===== src/rtl/block_move_ctrl.sv =====
// block_move_ctrl: arbitrates player moves and gravity, runs each candidate through the collision checker, then commits, locks or errors.
// Optional BLOCK_MOVE_LOCK_DELAY_EN: the first failed gravity step only arms the lock; the next one locks.
module block_move_ctrl #(
  parameter int GRAVITY_DIV = 25000000,
  parameter int CHK_TIMEOUT = 16,
  parameter int X_MAX = 19
) (
  input  logic       clk,
  input  logic       rst,
  input  logic       mv_left,
  input  logic       mv_right,
  input  logic       mv_rot,
  input  logic       mv_down,
  input  logic [9:0] cur_x,
  input  logic [9:0] cur_y,
  input  logic [9:0] cur_rot,
  output logic [9:0] cand_x,
  output logic [9:0] cand_y,
  output logic [9:0] cand_rot,
  output logic       chk_req,
  input  logic       chk_done,
  input  logic       chk_ok,
  output logic       block_pos_refresh,
  output logic       lock_req,
  output logic       err
);
  localparam int GW = $clog2(GRAVITY_DIV);
  localparam int TW = $clog2(CHK_TIMEOUT + 1);
  typedef enum logic [2:0] {S_IDLE, S_ISSUE, S_WAIT, S_COMMIT, S_LOCK, S_ERR} state_t;
  typedef enum logic [2:0] {K_DOWN, K_GRAV, K_ROT, K_LEFT, K_RIGHT} kind_t;
  state_t state;
  kind_t kind, pick;
  logic p_left, p_right, p_rot, p_down, p_grav, reject;
  logic any, take, flush, wrap, down_ok, grav_fail, lock_go;
  logic [GW-1:0] gcnt;
  logic [TW-1:0] tcnt;
  always_comb begin
    any = p_down || p_grav || p_rot || p_left || p_right;
    pick = p_down ? K_DOWN : p_grav ? K_GRAV : p_rot ? K_ROT : p_left ? K_LEFT : K_RIGHT;
    take = state == S_IDLE && any;
    flush = state == S_LOCK || state == S_ERR;
    wrap = gcnt == GW'(GRAVITY_DIV - 1);
    down_ok = state == S_WAIT && chk_done && chk_ok && (kind == K_DOWN || kind == K_GRAV);
    grav_fail = state == S_WAIT && chk_done && !chk_ok && kind == K_GRAV;
  end
`ifdef BLOCK_MOVE_LOCK_DELAY_EN
  logic lock_armed;
  always_ff @(posedge clk)
    if (rst || state == S_ERR || state == S_LOCK || down_ok) lock_armed <= 1'b0;
    else if (grav_fail) lock_armed <= 1'b1;
  assign lock_go = lock_armed;
`else
  assign lock_go = 1'b1;
`endif
  always_ff @(posedge clk) begin
    if (rst) begin
      state <= S_IDLE;
      kind <= K_DOWN;
      {p_left, p_right, p_rot, p_down, p_grav} <= '0;
      gcnt <= '0;
      tcnt <= '0;
      reject <= 1'b0;
      cand_x <= '0;
      cand_y <= '0;
      cand_rot <= '0;
      chk_req <= 1'b0;
      block_pos_refresh <= 1'b0;
      lock_req <= 1'b0;
      err <= 1'b0;
    end else begin
      gcnt <= (wrap || down_ok) ? '0 : gcnt + 1'b1;
      // a pulse arriving in the same cycle as its clear wins, so no request is lost
      p_down <= (p_down && !(take && pick == K_DOWN) && !flush) || mv_down;
      p_grav <= (p_grav && !(take && pick == K_GRAV) && state != S_ERR) || wrap;
      p_rot <= (p_rot && !(take && pick == K_ROT) && !flush) || mv_rot;
      p_left <= (p_left && !(take && pick == K_LEFT) && !flush) || mv_left;
      p_right <= (p_right && !(take && pick == K_RIGHT) && !flush) || mv_right;
      block_pos_refresh <= 1'b0;
      lock_req <= 1'b0;
      err <= 1'b0;
      case (state)
        S_IDLE: if (any) begin
          state <= S_ISSUE;
          kind <= pick;
          cand_x <= pick == K_LEFT ? cur_x - 10'd1 : pick == K_RIGHT ? cur_x + 10'd1 : cur_x;
          cand_y <= (pick == K_DOWN || pick == K_GRAV) ? cur_y + 10'd1 : cur_y;
          cand_rot <= pick == K_ROT ? {8'd0, cur_rot[1:0] + 2'd1} : cur_rot;
          reject <= (pick == K_LEFT && cur_x == 10'd0) || (pick == K_RIGHT && cur_x == 10'(X_MAX));
        end
        S_ISSUE: begin
          tcnt <= '0;
          state <= reject ? S_IDLE : S_WAIT;
          chk_req <= !reject;
        end
        S_WAIT: if (chk_done) begin
          chk_req <= 1'b0;
          state <= chk_ok ? S_COMMIT : (grav_fail && lock_go) ? S_LOCK : S_IDLE;
          block_pos_refresh <= chk_ok;
          lock_req <= grav_fail && lock_go;
        end else if (tcnt == TW'(CHK_TIMEOUT - 1)) begin
          chk_req <= 1'b0;
          state <= S_ERR;
          err <= 1'b1;
        end else tcnt <= tcnt + 1'b1;
        default: state <= S_IDLE;
      endcase
    end
  end
endmodule

===== config.mk =====
export PLATFORM = sky130hd
export DESIGN_NAME = block_move_ctrl
export DESIGN_NICKNAME = d
export VERILOG_FILES = /design/src/rtl/block_move_ctrl.sv
export SDC_FILE = /design/constraint.sdc
export NUM_CORES = 1
export LEC_CHECK = 0
export ABC_AREA = 1
export BUFFER_PORTS_ARGS = -buffer_cell sky130_fd_sc_hd__buf_4
export CAP_MARGIN = 20
export CORE_MARGIN = 2
export CORE_UTILIZATION = 35
export CTS_BUF_LIST = sky130_fd_sc_hd__clkbuf_8
export CTS_CLUSTER_SIZE = 8
export DETAILED_ROUTE_END_ITERATION = 8
export PLACE_DENSITY = 0.65
export SLEW_MARGIN = 0
export SYNTH_ARGS = -nofsm -noshare
export SYNTH_HDL_FRONTEND = slang
export SYNTH_SLANG_ARGS = --single-unit

===== constraint.sdc =====
create_clock -name clk -period 2.1 [get_ports clk]
set_input_delay 0.315 -clock clk [delete_from_list [all_inputs] [get_ports clk]]
set_output_delay 0.315 -clock clk [all_outputs]
set_load 0.01 [all_outputs]

# Word level (Yosys, flattened, before mapping)
# Cells that the tools add are included.
# classes
n_eq_ne	17
n_mux	22
reduce_logical	57
addsub	6
bitwise_logic	2
# ops
operator	n
two-way mux 10 bit	4
two-way mux 3 bit	9
adder 25 x 1 -> 25 bit, second input constant	1
equality test 25 bit, second input constant	1
logical AND 1 bit	23
adder 10 x 1 -> 10 bit, second input constant	2
logical OR 1 bit	14
equality test 10 x 5 -> 1 bit, second input constant	1
zero test 10 bit	1
two-way mux 5 bit	2
one-hot mux 5 bit (2 select lines)	1
subtractor 10 x 1 -> 10 bit, second input constant	1
equality test 3 x 1 -> 1 bit, second input constant	3
equality test 3 x 2 -> 1 bit, second input constant	3
equality test 3 bit, second input constant	3
zero test 3 bit	3
one-hot mux 3 bit (3 select lines)	1
zero test 1 bit	8
inequality test 2 bit, second input constant	3
AND reduction 2 bit	3
OR reduction 3 bit	2
adder 5 x 1 -> 5 bit, second input constant	1
equality test 5 x 4 -> 1 bit, second input constant	1
two-way mux 1 bit	3
other kinds (9)	10
# word_totals
regBits	76
input_bits	38
wordCells	121
out_inout_bits	34

# Longest topological paths before layout
# Gate-level depths: netlist of the first run.
# depth
depth_word	10
mapped_depth	10
ltp_nobuf	10

# Worst setup path after synthesis of the first run
# No wires, ideal clock.
# synth_timing
kind	reg-to-reg
from	reg tcnt[0]
to	reg tcnt[2]
t_arrival_ps	1392
t_required_ps	1984
setup_slack_ps	592
setup_time_ps	116
path_stages_with_launch	10
path_buffers	0
period_less_slack_ps	1508
path_cell_list	dfxtp_1 > ha_1 > nand2_1 > nor2_1 > ha_1 > nand3b_1 > nand2_1 > inv_1 > o21ai_0 > nor2_1
# synth_via
elab_chain_cells	4
word_cells_on_any_way	7
classes_between	1 x add/sub; 2 x eq/ne; 3 x mux; 1 x reduce/logical
# synth_rtl
item	line_no	source
start: declaration	36	logic [TW-1:0] tcnt;
start signal: assignment	104	end else tcnt <= tcnt + 1'b1;
adder 5 x 1 -> 5 bit	104	
two-way mux 5 bit	100	end else if (tcnt == TW'(CHK_TIMEOUT - 1)) begin
two-way mux 5 bit	95	S_WAIT: if (chk_done) begin
one-hot mux 5 bit (2 select lines)	81	case (state)
# Several ways; a longest one is shown, not always the timed one. The select of a mux whose other input is x is not followed.
# A chain may end at the register's enable or synchronous reset.

# Final worst setup path of the first run
# layout_timing
from	reg state[1]
to	reg gcnt[15]
# layout_via
elab_chain_cells	6
# layout_rtl
item	line_no	source
start: declaration	31	state_t state;
start signal: assignment	92	state <= reject ? S_IDLE : S_WAIT;
start signal: assignment	97	state <= chk_ok ? S_COMMIT : (grav_fail && lock_go) ? S_LOCK : S_IDLE;
equality test 3 x 2 -> 1 bit	43	down_ok = state == S_WAIT && chk_done && chk_ok && (kind == K_DOWN || kind == K_GRAV);
logical AND 1 bit (3 in series)	43	
logical OR 1 bit	71	gcnt <= (wrap || down_ok) ? '0 : gcnt + 1'b1;
OR reduction 2 bit (no line)	-	
end signal: assignment	71	
end: declaration	35	logic [GW-1:0] gcnt;
# No other way between the ends.

==> results of run 1 <==
## how the worst min path moves through the flow
stage / from / to / slack [ns] / depth (start not counted)
detailed placement: cand_rot[8]$_SDFFE_PP0N_ / cand_rot[8]$_SDFFE_PP0N_ / 0.46 / 2
finish: mv_down / p_down$_SDFF_PP0_ / 0.17 / 3
floorplan: mv_down / p_down$_SDFF_PP0_ / 0.43 / 2
CTS: mv_down / p_down$_SDFF_PP0_ / 0.15 / 3
global placement: kind[1]$_SDFFE_PP0N_ / kind[1]$_SDFFE_PP0N_ / 0.45 / 2
global route: mv_down / p_down$_SDFF_PP0_ / 0.17 / 3
## Yosys cell counts (all sizes together)
cell / count
buf: 10
nor4: 1
nand3b: 8
nand3: 41
ha: 6
inv: 66
nand4: 7
nand2: 123
o211ai: 3
nor3: 5
o21bai: 1
xor2: 16
o31ai: 1
clkbuf: 4
or2: 4
a31oi: 2
nor2: 111
o21ai: 31
dfxtp: 76
xnor2: 16
a21oi: 41
## state kept, by name, indices dropped and copies added (netlist names), 3 cells and up
signal and cells:
kind 3, state 3, gcnt 25, cand_rot 10, tcnt 5, cand_y 10, cand_x 10
## metrics by stage
stage | setup slack [ns] | hold WS (ns) | area, um^2 | std cells | utilization (%)
after CTS | 0.371 | 0.152 | 4780 | 791 | 43.9
after global routing | 0.202 | 0.168 | 4780 | 791 | 43.9
after detailed placement | 0.393 | 0.456 | 4580 | 776 | 42.0
after global placement | 0.444 | 0.449 | 4580 | 776 | 42.0
final | 0.372 | 0.171 | 4780 | 791 | 43.9
after floorplan | 0.592 | 0.433 | 3930 | 573 | -
## layout by cell type, fill, tap and decap left out, types with 2 or more instances in the layout
master and instances:
nand2_1 120, nor2_1 107, buf_4 77, dfxtp_1 76
inv_1 66, nand3_1 41, a21oi_1 41, o21ai_0 21
xnor2_1 16, xor2_1 16, o21ai_1 10, clkbuf_8 9
nand3b_1 8, nand4_1 7, ha_1 6, nor3_1 4
nor2_2 3, or2_2 3, o211ai_1 3, nand2_2 2
a31oi_1 2, bufinv_16 2, clkinv_2 2
## per-layer routing
layer	wire, um	GRT usage, %	up-vias
met3	579	6.05	16
met4	127	5.79	0
li1	-	-	1971
met5	0	0	-
met1	4180	19.9	1663
met2	4540	29.4	83
## final cells by class
class,count,area [um^2]
Fill cell,1127,6110
Timing Repair Buffer,77,578
Multi-Input combinational cell,417,2050
Tap cell,140,175
Clock buffer,9,124
Sequential cell,76,1520
Clock inverter,6,81.3
Inverter,66,250
## worst max-delay path, cell delays in order (launching register included)
cell     delay, ns
dfxtp_1       0.33
inv_1         0.10
nor3_4        0.29
nand3_1       0.20
nor2_1        0.13
nor2_1        0.06
nand2_2       0.38
nor2_1        0.10
## cells by family after synthesis
family	Yosys count	synth area share [%]
DFF	76	38.8
adders and majority gates	6	1.91
AOI/OAI and AO/OA	79	10.5
and+or+nand+nor	300	32.7
xor gates and xnor gates	32	7.14
buffers and inverters	80	9.02
## power by group
part	switching [mW]	internal [mW]
combinational	0.458	0.335
sequential	0.0859	1.58
clock	0.522	0.654
total	1.07	2.57
==> metrics.yaml, run 1 <==
run_status:
  status: "finished clean"
min_path:
  hold_path.class: "input port to flop"
grt:
  grt_max_degree: 53
  overflow: 0
  antenna_found_initial: 0
  grt_util_all_layers_pct: 17.2
  grt_pass1_vias: 3536
  grt_pass1_wl_um: 16300
clock_network:
  cts_max_level: 3
  cts_resized: 0
  cts.sinks: 76
  clk_pin_slew_ns: 0.08
  cts_tree: "done"
  post_cts_buffers: 0
  cts_hold_buf: 0
  cts_made_buffers: 9
  cts_buffer_depth: 2
  cts-root-buf: "clkbuf_8"
  insertion_delay_ns: 0.35
timing:
  fmax_mhz: 579
  slew_headroom_pct: 66.9
  tightest_slew_ns: 0.494
  final_hold_viol_count: 0
  period_minus_slack_ns: 1.73
  finalSetupViolCount: 0
  tns_ns: 0
  rsz0062_at_grt: "false"
  drv_slew: 0
  finalClockSkew_ns: 0.0107
  finalCritPeriodShare_pct: 82.3
floorplanning:
  die_h_um: 110
  start_util_pct: 36.1
  die_x_um: 110
  die_area_um2: 12100
  num_rows: 38
  core_um2: 10900
  io-pin-count: 72
placement:
  gp_congestion: 0.836
  hpwl_um: 7100
  port_buffers: 71
detailed_routing:
  detail-route-antenna-nets: 0
  drtIter0Drc: 135
  drt_wl_total_um: 9420
  drt_pre_antenna_iters: 4
  via_per_inst: 4.72
  vias: 3733
  drc: 0
  post_drt_wl_per_cell_um: 11.9
setup_path:
  worst_ep_arrival_time_ns: 1.95
  r2r_slack_ns: 0.37
  end_kind: "flop"
  r2r_end: "gcnt[15]$_SDFF_PP0_"
  path_max_fanout: 25
  worstPathRequired_ns: 2.32
  crit_path_end: "gcnt[15]$_SDFF_PP0_"
  start_kind: "flop"
  r2r_start: "state[1]$_SDFFE_PP0P_"
  crit_start: "state[1]$_SDFFE_PP0P_"
  ff2ff_path_depth: 7
  path_class: "flop to flop"
synthesis:
  synth_top_cell_area_share_pct: 38.8
  ys_warn_count: 0
  synth.cell_area_um2: 3930
  post-synth-top-area-cell: "dfxtp_1"
  netlist_instances: 573
  synthesis.nets: 617
  ys_seq_area_share_pct: 38.8
  ys_ff_latch: 76
  synth_area_leaders: "dfxtp_1 (39%), nand2_1 (11%), nor2_1 (10%), inv_1 (6.2%), a21oi_1 (5.2%)"
  syn_avg_cell_area_um2: 6.85
  ys_types: 31
layout:
  drive_gt1_share_pct: 16.0
  syn_to_final_growth_pct: 21.8
  fin_nets: 691
  num_antenna_cells: 0
pwr:
  ir_worst_vdd_v: 0.000490
  p_total_mw: 3.64
  p_per_area_nw_per_um2: 761
  power_leakage_nw: 2.07
run:
  maxCapViolCount: 0
No activity file was read; power rests on OpenSTA's default activity.
==> run 2, diff against run 1 <==
--- a/config.mk
+++ b/config.mk
@@ -13,7 +13,7 @@
 export CTS_BUF_LIST = sky130_fd_sc_hd__clkbuf_8
 export CTS_CLUSTER_SIZE = 8
 export DETAILED_ROUTE_END_ITERATION = 8
-export PLACE_DENSITY = 0.65
+export PLACE_DENSITY = 0.67
 export SLEW_MARGIN = 0
 export SYNTH_ARGS = -nofsm -noshare
 export SYNTH_HDL_FRONTEND = slang
==> constraint.sdc (replaced) <==
create_clock -name clk -period 1.5 [get_ports clk]
set_input_delay 0.225 -clock clk [delete_from_list [all_inputs] [get_ports clk]]
set_output_delay 0.225 -clock clk [all_outputs]
set_load 0.01 [all_outputs]
==> metrics.yaml, run 2 (same netlist as run 1, synthesis figures left out) <==
run_status:
  status: "finished with violations"
  failed_checks: "negative setup slack"
setup_path:
  r2r_start: "gcnt[5]$_SDFF_PP0_"
  worst-path-stages: 8
  crit_slowest_cell: "dfxtp_2"
  crit_path_end: "gcnt[19]$_SDFF_PP0_"
  critical-path-top-delay-family: "simple AND/OR/NAND/NOR gates"
  crit_start: "gcnt[5]$_SDFF_PP0_"
  r2r_end: "gcnt[19]$_SDFF_PP0_"
  path_class: "flop to flop"
  cp.buffers_inverters: 1
  path_max_fanout: 6
  ff2ff_path_depth: 8
  worstPathRequired_ns: 1.75
  start_kind: "flop"
  cpMostUsedCell: "nand2_2"
  end_kind: "flop"
  path_cells: "nand2_1 > nor2_2 > nand2_2 > nor2_1 > nand4_1 > nand2_2 > clkbuf_16 > nor2_4"
  cp_slowest_stage_delay_ns: 0.35
  r2r_slack_ns: -0.04
  worst_ep_arrival_time_ns: 1.79
layout:
  num_antenna_cells: 0
  largest-register: "gcnt"
  design_area_um2: 5360
  layout_commonest_cell: "nand2_1"
  layout_common_cells: "nand2_1 (116), buf_4 (105), nor2_1 (79)"
  fin_nets: 731
  drive_gt1_share_pct: 29.9
  fin_util_pct: 49.2
  syn_to_final_growth_pct: 36.5
  largest_reg_flops: 25
floorplanning:
  io-pin-count: 72
  core_um2: 10900
  num_rows: 38
  die_x_um: 110
  die_h_um: 110
  start_util_pct: 36.1
  die_area_um2: 12100
min_path:
  hold_path.class: "input port to flop"
clock_network:
  insertion_delay_ns: 0.36
  clk_pin_slew_ns: 0.08
  cts-root-buf: "clkbuf_8"
  cts_made_buffers: 9
  cts_max_level: 3
  cts_tree: "done"
  cts_buffer_depth: 2
  cts.sinks: 76
timing:
  fmax_mhz: 648
  hold-worst-slack_ns: 0.0855
  period_minus_slack_ns: 1.54
  drv_slew: 0
  setup_slack_ns: -0.0425
  finalClockSkew_ns: 0.0118
  finalCritPeriodShare_pct: 103
  slew_headroom_pct: 78.0
  tightest_slew_ns: 0.330
  final_hold_viol_count: 0
  finalSetupViolCount: 23
  rsz0062_at_grt: "true"
detailed_routing:
  top_layer_used: "met4"
  dr_wl_met3_um: 663
  via_per_inst: 4.89
  drc: 0
  vias: 4072
  drt_wl_total_um: 10800
  wl_met2_um: 5410
  post_drt_wl_per_cell_um: 13.0
  detail-route-antenna-nets: 0
  drtIter0Drc: 169
  wl_met1_um: 4530
  drt_pre_antenna_iters: 5
placement:
  hpwl_um: 7280
  placed_area_um2: 4790
  port_buffers: 71
  gp_congestion: 0.954
grt:
  grt_max_degree: 46
  grt_util_all_layers_pct: 17.3
  grt_pass1_wl_um: 16300
  overflow: 0
  grt_pass1_vias: 3717
  antenna_found_initial: 0
pwr:
  p_total_mw: 5.15
  power_leakage_nw: 2.27
  ir_worst_vdd_v: 0.000737
  p_per_area_nw_per_um2: 961
run:
  maxCapViolCount: 0
[run 2: cell count changes in the layout (fill, tap and decap cells not counted), moves of 6 or more]
cell	delta
buf_4	+28
o21ai_0	-6
nor2_1	-28
buf_6	+7
dfxtp_2	+14
nor2_2	+22
nor2_4	+6
dfxtp_1	-14
[run 2: metal layers]
metal	vias up	track usage, %
li1	2049	-
met1	1875	19.9
met2	121	29.4
met3	27	6.34
met4	0	5.79
met5	-	0
[run 2: final cells by class]
type                    count  area, um^2
flip-flops and latches     76        1540
well taps                 140         175
repair inverters            2        17.5
fillers                  1071        5530
repair buffers            115         937
clock inverters             7        45.0
clock buffers               9         124
multi-input cells         417        2260
inverters                  66         260
[run 2: where the power goes]
part	switching (mW)	leakage [nW]	internal, mW	total, mW
Clock	0.794	0.0824	0.590	1.38
Sequential	0.126	0.628	2.22	2.35
Combinational	0.777	1.56	0.641	1.42
[run 2: what timing repair did]
action                                  in CTS  in global routing
gates resized for setup                      8                 77
buffers inserted                             2                  6
cloned                                       0                  5
endpoints found under the setup margin      13                 52
pin swaps                                    1                 21
hold buffers                                 0                  0
[run 2: how the worst min path moves through the flow]
| stage | start | to | slack [ns] | depth (start not counted) |
|---|---|---|---|---|
| 4_1_cts | rst | chk_req$_SDFFE_PP0P_ | 0.04 | 2 |
| 3_5_place_dp | kind[1]$_SDFFE_PP0N_ | kind[1]$_SDFFE_PP0N_ | 0.45 | 2 |
| 3_3_place_gp | gcnt[0]$_SDFF_PP0_ | gcnt[0]$_SDFF_PP0_ | 0.44 | 1 |
| 5_1_grt | rst | chk_req$_SDFFE_PP0P_ | 0.06 | 2 |
| 6_report | rst | chk_req$_SDFFE_PP0P_ | 0.09 | 2 |
| 2_1_floorplan | mv_down | p_down$_SDFF_PP0_ | 0.34 | 2 |
[run 2: metrics by stage]
step	instances	setup WS, ns	TNS (ns)
floorplan	573	0.0281	0
global placement	803	-0.00690	-0.00690
detailed placement	803	-0.0868	-0.404
CTS	821	-0.0157	-0.0330
global route	832	-0.116	-2.62
finish	832	-0.0425	-0.452
